### src/rtl/subword_mem_ctrl_if.sv
// subword_mem_ctrl_if: pipeline request/response and word-memory signals of the MEM-stage controller
interface subword_mem_ctrl_if;
  logic        req_valid;
  logic [2:0]  req_op;
  logic [31:0] req_addr;
  logic [31:0] req_wdata;
  logic        busy;
  logic        resp_valid;
  logic [31:0] resp_rdata;
  logic        adel;
  logic        ades;
  logic [31:0] mem_addr;
  logic        mem_re;
  logic        mem_we;
  logic [31:0] mem_wdata;
  logic [31:0] mem_rdata;
  modport slave (
    input  req_valid, req_op, req_addr, req_wdata, mem_rdata,
    output busy, resp_valid, resp_rdata, adel, ades, mem_addr, mem_re, mem_we, mem_wdata
  );
  modport master (
    output req_valid, req_op, req_addr, req_wdata, mem_rdata,
    input  busy, resp_valid, resp_rdata, adel, ades, mem_addr, mem_re, mem_we, mem_wdata
  );
endinterface

### src/rtl/subword_mem_ctrl.sv
// subword_mem_ctrl: MEM-stage controller with sub-word lane select/extension and read-modify-write stores
module subword_mem_ctrl #(
  parameter int          RD_LAT      = 1,
  parameter logic [31:0] RESET_RDATA = 32'h0000_0000
) (
  input logic               clk,
  input logic               reset,
  subword_mem_ctrl_if.slave bus
);
  typedef enum logic [2:0] {LW, LB, LBU, LH, LHU, SW, SB, SH} op_t;
  typedef enum logic [2:0] {IDLE, RD, WAIT, WR, DONE} state_t;
  if (RD_LAT != 1) begin : g_bad_lat
    $error("subword_mem_ctrl supports RD_LAT=1 only");
  end
  state_t      state;
  op_t         op;
  op_t         req_op;
  logic [1:0]  lane;
  logic [15:0] wd;
  logic        mis;
  logic        is_st;
  logic [4:0]  sh;
  logic [7:0]  b;
  logic [15:0] h;
  logic [31:0] ld;
  logic [31:0] merged;
  always_comb begin
    req_op = op_t'(bus.req_op);
    is_st  = req_op inside {SW, SB, SH};
    mis    = req_op inside {LW, SW} ? |bus.req_addr[1:0] :
             req_op inside {LH, LHU, SH} ? bus.req_addr[0] : 1'b0;
    sh     = {lane, 3'b000};
    b      = bus.mem_rdata[sh +: 8];
    h      = bus.mem_rdata[{lane[1], 4'b0000} +: 16];
    ld     = op == LW  ? bus.mem_rdata :
             op == LB  ? {{24{b[7]}}, b} :
             op == LBU ? {24'h0, b} :
             op == LH  ? {{16{h[15]}}, h} : {16'h0, h};
    // only the addressed lane is replaced; the rest of the word is written back as read
    merged = op == SB ? (bus.mem_rdata & ~(32'hff << sh)) | ({24'h0, wd[7:0]} << sh) :
             lane[1]  ? {wd, bus.mem_rdata[15:0]} : {bus.mem_rdata[31:16], wd};
  end
  always_ff @(posedge clk) begin
    if (reset) begin
      state          <= IDLE;
      op             <= LW;
      lane           <= 2'b00;
      wd             <= 16'h0;
      bus.busy       <= 1'b0;
      bus.resp_valid <= 1'b0;
      bus.resp_rdata <= RESET_RDATA;
      bus.adel       <= 1'b0;
      bus.ades       <= 1'b0;
      bus.mem_addr   <= 32'h0;
      bus.mem_re     <= 1'b0;
      bus.mem_we     <= 1'b0;
      bus.mem_wdata  <= 32'h0;
    end else begin
      bus.resp_valid <= 1'b0;
      bus.adel       <= 1'b0;
      bus.ades       <= 1'b0;
      bus.mem_re     <= 1'b0;
      bus.mem_we     <= 1'b0;
      case (state)
        IDLE: if (bus.req_valid) begin
          op   <= req_op;
          lane <= bus.req_addr[1:0];
          wd   <= bus.req_wdata[15:0];
          if (mis) begin
            bus.adel <= !is_st;
            bus.ades <= is_st;
          end else begin
            state         <= req_op == SW ? WR : RD;
            bus.busy      <= 1'b1;
            bus.mem_addr  <= {bus.req_addr[31:2], 2'b00};
            bus.mem_re    <= req_op != SW;
            bus.mem_we    <= req_op == SW;
            bus.mem_wdata <= bus.req_wdata;
          end
        end
        RD: state <= WAIT;
        WAIT: begin
          state <= op inside {SB, SH} ? WR : DONE;
          if (op inside {SB, SH}) begin
            bus.mem_we    <= 1'b1;
            bus.mem_wdata <= merged;
          end else begin
            bus.resp_rdata <= ld;
            bus.resp_valid <= 1'b1;
          end
        end
        WR: begin
          state          <= DONE;
          bus.resp_valid <= 1'b1;
        end
        DONE: begin
          state    <= IDLE;
          bus.busy <= 1'b0;
        end
        default: state <= IDLE;
      endcase
    end
  end
endmodule

### src/flat_wrapper.sv
// flat-port wrapper written by rule: the top's interface ports become plain ports
module subword_mem_ctrl_flat 
#(
  parameter int          RD_LAT      = 1,
  parameter logic [31:0] RESET_RDATA = 32'h0000_0000
)
  (clk, reset, bus_req_valid, bus_req_op, bus_req_addr, bus_req_wdata, bus_mem_rdata, bus_busy, bus_resp_valid, bus_resp_rdata, bus_adel, bus_ades, bus_mem_addr, bus_mem_re, bus_mem_we, bus_mem_wdata);
  subword_mem_ctrl_if bus_i ();
  input logic clk;
  input logic reset;
  input wire logic [$bits(bus_i.req_valid)-1:0] bus_req_valid;
  input wire logic [$bits(bus_i.req_op)-1:0] bus_req_op;
  input wire logic [$bits(bus_i.req_addr)-1:0] bus_req_addr;
  input wire logic [$bits(bus_i.req_wdata)-1:0] bus_req_wdata;
  input wire logic [$bits(bus_i.mem_rdata)-1:0] bus_mem_rdata;
  output wire logic [$bits(bus_i.busy)-1:0] bus_busy;
  output wire logic [$bits(bus_i.resp_valid)-1:0] bus_resp_valid;
  output wire logic [$bits(bus_i.resp_rdata)-1:0] bus_resp_rdata;
  output wire logic [$bits(bus_i.adel)-1:0] bus_adel;
  output wire logic [$bits(bus_i.ades)-1:0] bus_ades;
  output wire logic [$bits(bus_i.mem_addr)-1:0] bus_mem_addr;
  output wire logic [$bits(bus_i.mem_re)-1:0] bus_mem_re;
  output wire logic [$bits(bus_i.mem_we)-1:0] bus_mem_we;
  output wire logic [$bits(bus_i.mem_wdata)-1:0] bus_mem_wdata;
  assign bus_i.req_valid = bus_req_valid;
  assign bus_i.req_op = bus_req_op;
  assign bus_i.req_addr = bus_req_addr;
  assign bus_i.req_wdata = bus_req_wdata;
  assign bus_i.mem_rdata = bus_mem_rdata;
  assign bus_busy = bus_i.busy;
  assign bus_resp_valid = bus_i.resp_valid;
  assign bus_resp_rdata = bus_i.resp_rdata;
  assign bus_adel = bus_i.adel;
  assign bus_ades = bus_i.ades;
  assign bus_mem_addr = bus_i.mem_addr;
  assign bus_mem_re = bus_i.mem_re;
  assign bus_mem_we = bus_i.mem_we;
  assign bus_mem_wdata = bus_i.mem_wdata;
  subword_mem_ctrl #(.RD_LAT(RD_LAT), .RESET_RDATA(RESET_RDATA)) u_core (.clk(clk), .reset(reset), .bus(bus_i));
endmodule
### config.mk
export PLATFORM = sky130hd
export DESIGN_NAME = subword_mem_ctrl_flat
export DESIGN_NICKNAME = d
export VERILOG_FILES = /design/src/rtl/subword_mem_ctrl_if.sv /design/src/rtl/subword_mem_ctrl.sv /design/src/flat_wrapper.sv
export SDC_FILE = /design/constraint.sdc
export NUM_CORES = 1
export LEC_CHECK = 0
export CORE_ASPECT_RATIO = 0.75
export CORE_MARGIN = 2
export CORE_UTILIZATION = 42
export CTS_BUF_LIST = sky130_fd_sc_hd__clkbuf_2 sky130_fd_sc_hd__clkbuf_4 sky130_fd_sc_hd__clkbuf_8
export DETAILED_ROUTE_END_ITERATION = 10
export GPL_ROUTABILITY_DRIVEN = 0
export HOLD_SLACK_MARGIN = 0.15
export PLACE_DENSITY = 0.78
export SLEW_MARGIN = 20
export SYNTH_ARGS = -nofsm -noshare
export SYNTH_HDL_FRONTEND = slang
export SYNTH_SLANG_ARGS = --single-unit
### constraint.sdc
create_clock -name clk -period 1.78 [get_ports clk]
set_input_delay 0.445 -clock clk [delete_from_list [all_inputs] [get_ports clk]]
set_output_delay 0.445 -clock clk [all_outputs]
set_load 0.05 [all_outputs]
# Word level (Yosys, flattened, before mapping)
# Cells that the tools add are included.
[op_classes] add_sub_neg=0 mul=0 n_div=0 order_cmp=0 n_eq_ne=18 shift=4 mux=26 n_bitwise=7 reduce_logical=19
[op_table] op="two-way mux 32 bit" count=9
[op_table] op="case mux 32 bit (2 select lines)" count=1
[op_table] op="bitwise AND 32 bit" count=1
[op_table] op="inverter 32 bit" count=1
[op_table] op="bitwise OR 32 bit" count=1
[op_table] op="variable part select 32 x 6 -> 16 bit" count=1
[op_table] op="variable part select 32 x 6 -> 8 bit" count=1
[op_table] op="<< shifter 8 x 5 -> 32 bit" count=1
[op_table] op="<< shifter 8 x 5 -> 32 bit, first input constant" count=1
[op_table] op="== test 3 bit, second input constant" count=7
[op_table] op="== test 3 x 2 -> 1 bit, second input constant" count=5
[op_table] op="case mux 3 bit (4 select lines)" count=1
[op_table] op="zero test 3 bit" count=3
[op_table] op="two-way mux 3 bit" count=3
[op_table] op="two-way mux 1 bit" count=8
[op_table] op="nonzero test 2 bit" count=4
[op_table] op="OR reduction 4 bit" count=2
[op_table] op="== test 3 x 1 -> 1 bit, second input constant" count=2
[op_table] op="case mux 1 bit (2 select lines)" count=3
[op_table] op="AND reduction 2 bit" count=3
[op_table] op="AND reduction 3 bit" count=2
[op_table] op="nonzero test 3 bit" count=2
[op_table] op="!= test 2 bit, second input constant" count=2
[op_table] op="inverter 1 bit" count=4
[op_table] op="other kinds (6)" count=6
[totals] ff_bits=124 latch_bits=0 mem_bits_rw=0 romBits=0 inputBits=102 output_inout_bits=102 elab_cells=87 memories=0

# Longest topological paths before layout
[logic_depth] ltp_word=7 mapped_depth=9 mapped_depth_nobuf=5

# Worst setup path after synthesis
# OpenSTA, ideal clock, no wires.
[synth_timing] path_kind="reg2reg" startpoint="register u_core.lane[0]" endpoint="register u_core.bus.resp_rdata[20]" setup_ps=134 arrival_ps=1724 required_ps=1646 path_slack_ps=-78 stages_incl_launch_ff=7 synth_period_minus_slack_ps=1858 cell_sequence="dfxtp_1 > clkbuf_2 > mux4_2 > a22o_1 > a21oi_4 > buf_4 > a211oi_1"
[synth_between] elab_chain_cells=3
[synth_lines] element="start, declared" line_no="subword_mem_ctrl.sv:18" rtl="logic [1:0] lane;"
[synth_lines] element="start signal, assigned" line_no="subword_mem_ctrl.sv:67" rtl="lane <= bus.req_addr[1:0];"
[synth_lines] element="variable part select 32 x 6 -> 8 bit" line_no="subword_mem_ctrl.sv:33" rtl="b = bus.mem_rdata[sh +: 8];"
[synth_lines] element="two-way mux 32 bit" line_no="subword_mem_ctrl.sv:36" rtl="op == LB ? {{24{b[7]}}, b} :"
[synth_lines] element="two-way mux 32 bit" line_no="subword_mem_ctrl.sv:35" rtl="ld = op == LW ? bus.mem_rdata :"
[synth_lines] element="end signal, assigned" line_no="subword_mem_ctrl.sv:88" rtl="bus.resp_rdata <= ld;"
[synth_lines] element="end, declared" line_no="subword_mem_ctrl_if.sv:19" rtl="output busy, resp_valid, resp_rdata, adel, ades, mem_addr, mem_re, mem_we, mem_wdata"
# Every way passes these cells.
# A chain may end at the register's enable or synchronous reset.

# Worst setup path in the final report
[layout_timing] startpoint="input bus_mem_rdata[23]" endpoint="register u_core.bus.resp_rdata[23]"
[layout_between] elab_chain_cells=3
[layout_lines] element="start, declared" line_no="flat_wrapper.sv:15" rtl="input wire logic [$bits(bus_i.mem_rdata)-1:0] bus_mem_rdata;"
[layout_lines] element="variable part select 32 x 6 -> 8 bit" line_no="subword_mem_ctrl.sv:33"
[layout_lines] element="two-way mux 32 bit" line_no="subword_mem_ctrl.sv:36"
[layout_lines] element="two-way mux 32 bit *" line_no="subword_mem_ctrl.sv:35"
# Mark *: on every way between the ends. The rest lies on a longest branch, timed or not.

==> results.md <==
- Setup crit end kind: flip-flop
- Row cnt: 37
- Final setup vio count: 0
- Chip width: 140 um
- Syn Std Cell Area: 0.00584 mm^2
- Biggest area consumer among synthesized cells: dfxtp_1
- Clock Power Share: 31.6%
- R2R depth: 7
- Max-Cap Viols: 0
- Setup ws final: 0.0167 ns
- Maximum vdd drop: 498 uV
- Remaining antenna violation count: 0
- Leakage: 3.74 nW
- Syn_area_per_cell: 8.59 um^2
- GR Overflow Total: 0
- Worst-path fanout max: 16
- HPWL Detailed: 14400 um
- Drt pass-1 iters: 5
- CTS tree: yes
- Max Fclk: 0.567 GHz
- Max layer used: met5
- Drt total wl: 19800 um
- Worst hold path type: in -> reg
- Die H: 106 um
- First-pass GRT wire length: 30200 um
- Synthesis-to-layout area growth: 51.6%
- CP endpoint: u_core.bus.resp_rdata[23]
- Max-slew violation count: 0
- Outcome: finished clean
- Routed length on met1: 8900 um
- Reg-to-Reg End: u_core.bus.mem_wdata[16]
- Initial Util: 42.8%
- Initial DRC Count: 643
- Crit path required time: 2.08 ns
- Antenna violations before repair: 1
- Die area: 0.0149 mm^2
- Crit Path Category: in -> reg
- Yosys reg bits: 124
- Port Buffers: 201
- GRT Total Usage: 26.1%
- Core area: 0.0137 mm^2
- Share of layout cells above drive strength 1: 27.4%
- Vias: 6078
- Fraction of the yosys area taken by sequential cells: 42.5%
- Int Power: 5.24 mW
- Largest net degree at the start of global routing: 55
- Final worst-path cycle share: 99.1%
- Post-cts hold buffer count: 0
- DR WL met3: 2090 um
- Dominant cells by area after synthesis: dfxtp_1 42%, mux2i_1 9.6%, a21oi_1 6.5%, nor2_1 6.0%, a211oi_1 4.2%
- Synth top area share: 42.5%
- Logic pwr share: 29.0%
- Placed insts: 1058
- Vias in the first global route: 5643
- Max clock buf depth: 2
- Syn Inst Count: 680
- DRC Markers: 0
- Final Hold Vio Count: 0
- Worst setup startpoint: bus_mem_rdata[23]
- Synth cell types: 47
- R2R Path Start: u_core.op[0]
- Clk_lat worst skew: 0.43 ns
- DR vias/cell: 5.56
- Wire per inst: 18.1 um
- Met2 Routed Length: 8300 um
- Antenna cells: 0
- Reg2Reg Setup Slack: 0.07 ns
- IO Count: 204
- Psw: 2.59 mW
- Critical path launch point type: input port
- Sw frac: 33.1%
- Sequential share of power: 39.4%
- Clk pin slew, worst setup/hold paths: 0.07 ns
- Pwr dens: 884 mW/mm^2
- Data arrival, critical path: 2.07 ns
- # clock sinks: 124
- Final Net Count: 1009
- Total CTS buffers: 17
- Clk root buf: clkbuf_8
- DP Worst Slack: -0.550 ns
- Synth Warn #: 0
- Min Tclk post-route: 1.76 ns
- Skew final: 0.00753 ns
- H-tree lvl count: 4
- HP Start: bus_req_addr[1]
- Non-filler cells, final: 1094
## through the flow
stage	setup TNS [ns]	utilization, %	hold WS, ns	power [mW]	instance area [um^2]
2_1_floorplan	-0.224	-	0.436	4.41	5860
5_1_grt	-0.0110	64.9	0.354	8.14	8860
3_5_place_dp	-42.63	60.3	0.449	5.30	8240
4_1_cts	0	63.9	0.412	7.82	8730
3_3_place_gp	-34.02	60.3	0.441	5.28	8240
6_report	0	64.9	0.362	7.83	8860
## cells in the final DEF, fill, tap and decap left out, drive strengths merged, types with 2 or more instances in the layout
master / count
a211o: 16
a211oi: 33
a21oi: 79
a221oi: 16
a311oi: 6
a31oi: 3
and2: 2
and3: 10
buf: 172
bufinv: 2
clkbuf: 21
clkdlybuf4s50: 94
clkinv: 4
clkinvlp: 4
conb: 2
dfxtp: 124
dlygate4sd2: 3
dlymetal6s2s: 3
inv: 4
mux2: 8
mux2i: 56
nand2: 66
nand2b: 15
nand3: 2
nand4b: 16
nor2: 93
nor2b: 2
nor3: 4
nor4b: 3
o211ai: 8
o21ai: 24
o22ai: 9
or3: 4
## synthesized netlist by cell type, drive strengths merged
cell	count
a211o	16
a211oi	33
a21oi	79
a221oi	16
a22o	1
a311oi	6
a31oi	3
and2	2
and3	10
and3b	1
buf	23
clkbuf	42
conb	1
dfxtp	124
inv	4
mux2	8
mux2i	56
mux4	1
nand2	66
nand2b	15
nand3	2
nand4b	16
nand4bb	1
nor2	93
nor2b	2
nor3	4
nor3b	1
nor4	1
nor4b	3
o211ai	8
o21a	1
o21ai	24
o22a	1
o22ai	9
o32ai	1
or2	1
or3	4
or3b	1
## layout make-up
cell class                      count  area, um^2
Timing Repair Buffer              272        2540
Inverter                            4        15.0
Fill cell                        1144        4800
Clock inverter                     10         118
Clock buffer                       21         277
Tap cell                          175         219
Multi-Input combinational cell    488        3200
Sequential cell                   124        2480
## logic make-up (layout without fill, tap and decap cells)
family | count (synthesis) | after routing | share of synthesized area [%]
AND/OR/NAND/NOR | 223 | 223 | 18.2
other | 1 | 2 | 0.0642
flip-flops | 124 | 124 | 42.5
AO/OA/AOI/OAI | 198 | 198 | 22.2
multiplexers | 65 | 65 | 11.5
buffers and inverters | 69 | 307 | 5.55
## worst max-delay path, cell delays in order
cell and delay [ns]:
clkdlybuf4s50_1 0.45, mux4_2 0.50, a22o_1 0.28, a21oi_4 0.15, buf_12 0.16, a211oi_1 0.08
## state kept, by name, summed over array words and instances (netlist names)
signal,cells
u_core.bus.adel,1
u_core.bus.resp_valid,1
u_core.bus.ades,1
u_core.lane,2
u_core.bus.resp_rdata,32
u_core.bus.mem_we,1
u_core.op,3
u_core.wd,16
u_core.bus.busy,1
u_core.bus.mem_addr,30
u_core.state,3
u_core.bus.mem_re,1
u_core.bus.mem_wdata,32
## routing by layer
metal | vias to the layer above | track usage, %
met5 | - | 0
met4 | 2 | 9.38
met3 | 38 | 8.20
met2 | 298 | 37.1
met1 | 2829 | 37.1
li1 | 2911 | -
## power groups by stage
stage | Sequential, mW | Clock, mW | Combinational (mW)
5_1_grt | 3.10 | 2.64 | 2.40
6_report | 3.08 | 2.48 | 2.27
3_5_place_dp | 3.14 | 0 | 2.16
2_1_floorplan | 3.65 | 0 | 0.762
3_3_place_gp | 3.14 | 0 | 2.14
4_1_cts | 3.08 | 2.52 | 2.22
## how the worst min path moves through the flow
stage,endpoint,cells after the start,slack [ns]
floorplan,u_core.wd[10],2,0.44
global placement,u_core.wd[8],2,0.44
detailed placement,u_core.wd[15],2,0.45
CTS,u_core.bus.resp_rdata[1],2,0.41
global route,u_core.lane[1],3,0.35
finish,u_core.lane[1],3,0.36
## timing repair
action                                  CTS  global route
buffers inserted                          3             1
gates cloned                              1             0
endpoints found under the setup margin   22            62
pin swaps                                 3             4
resized for setup                        14            26
Power figures use the tool's default switching activity.
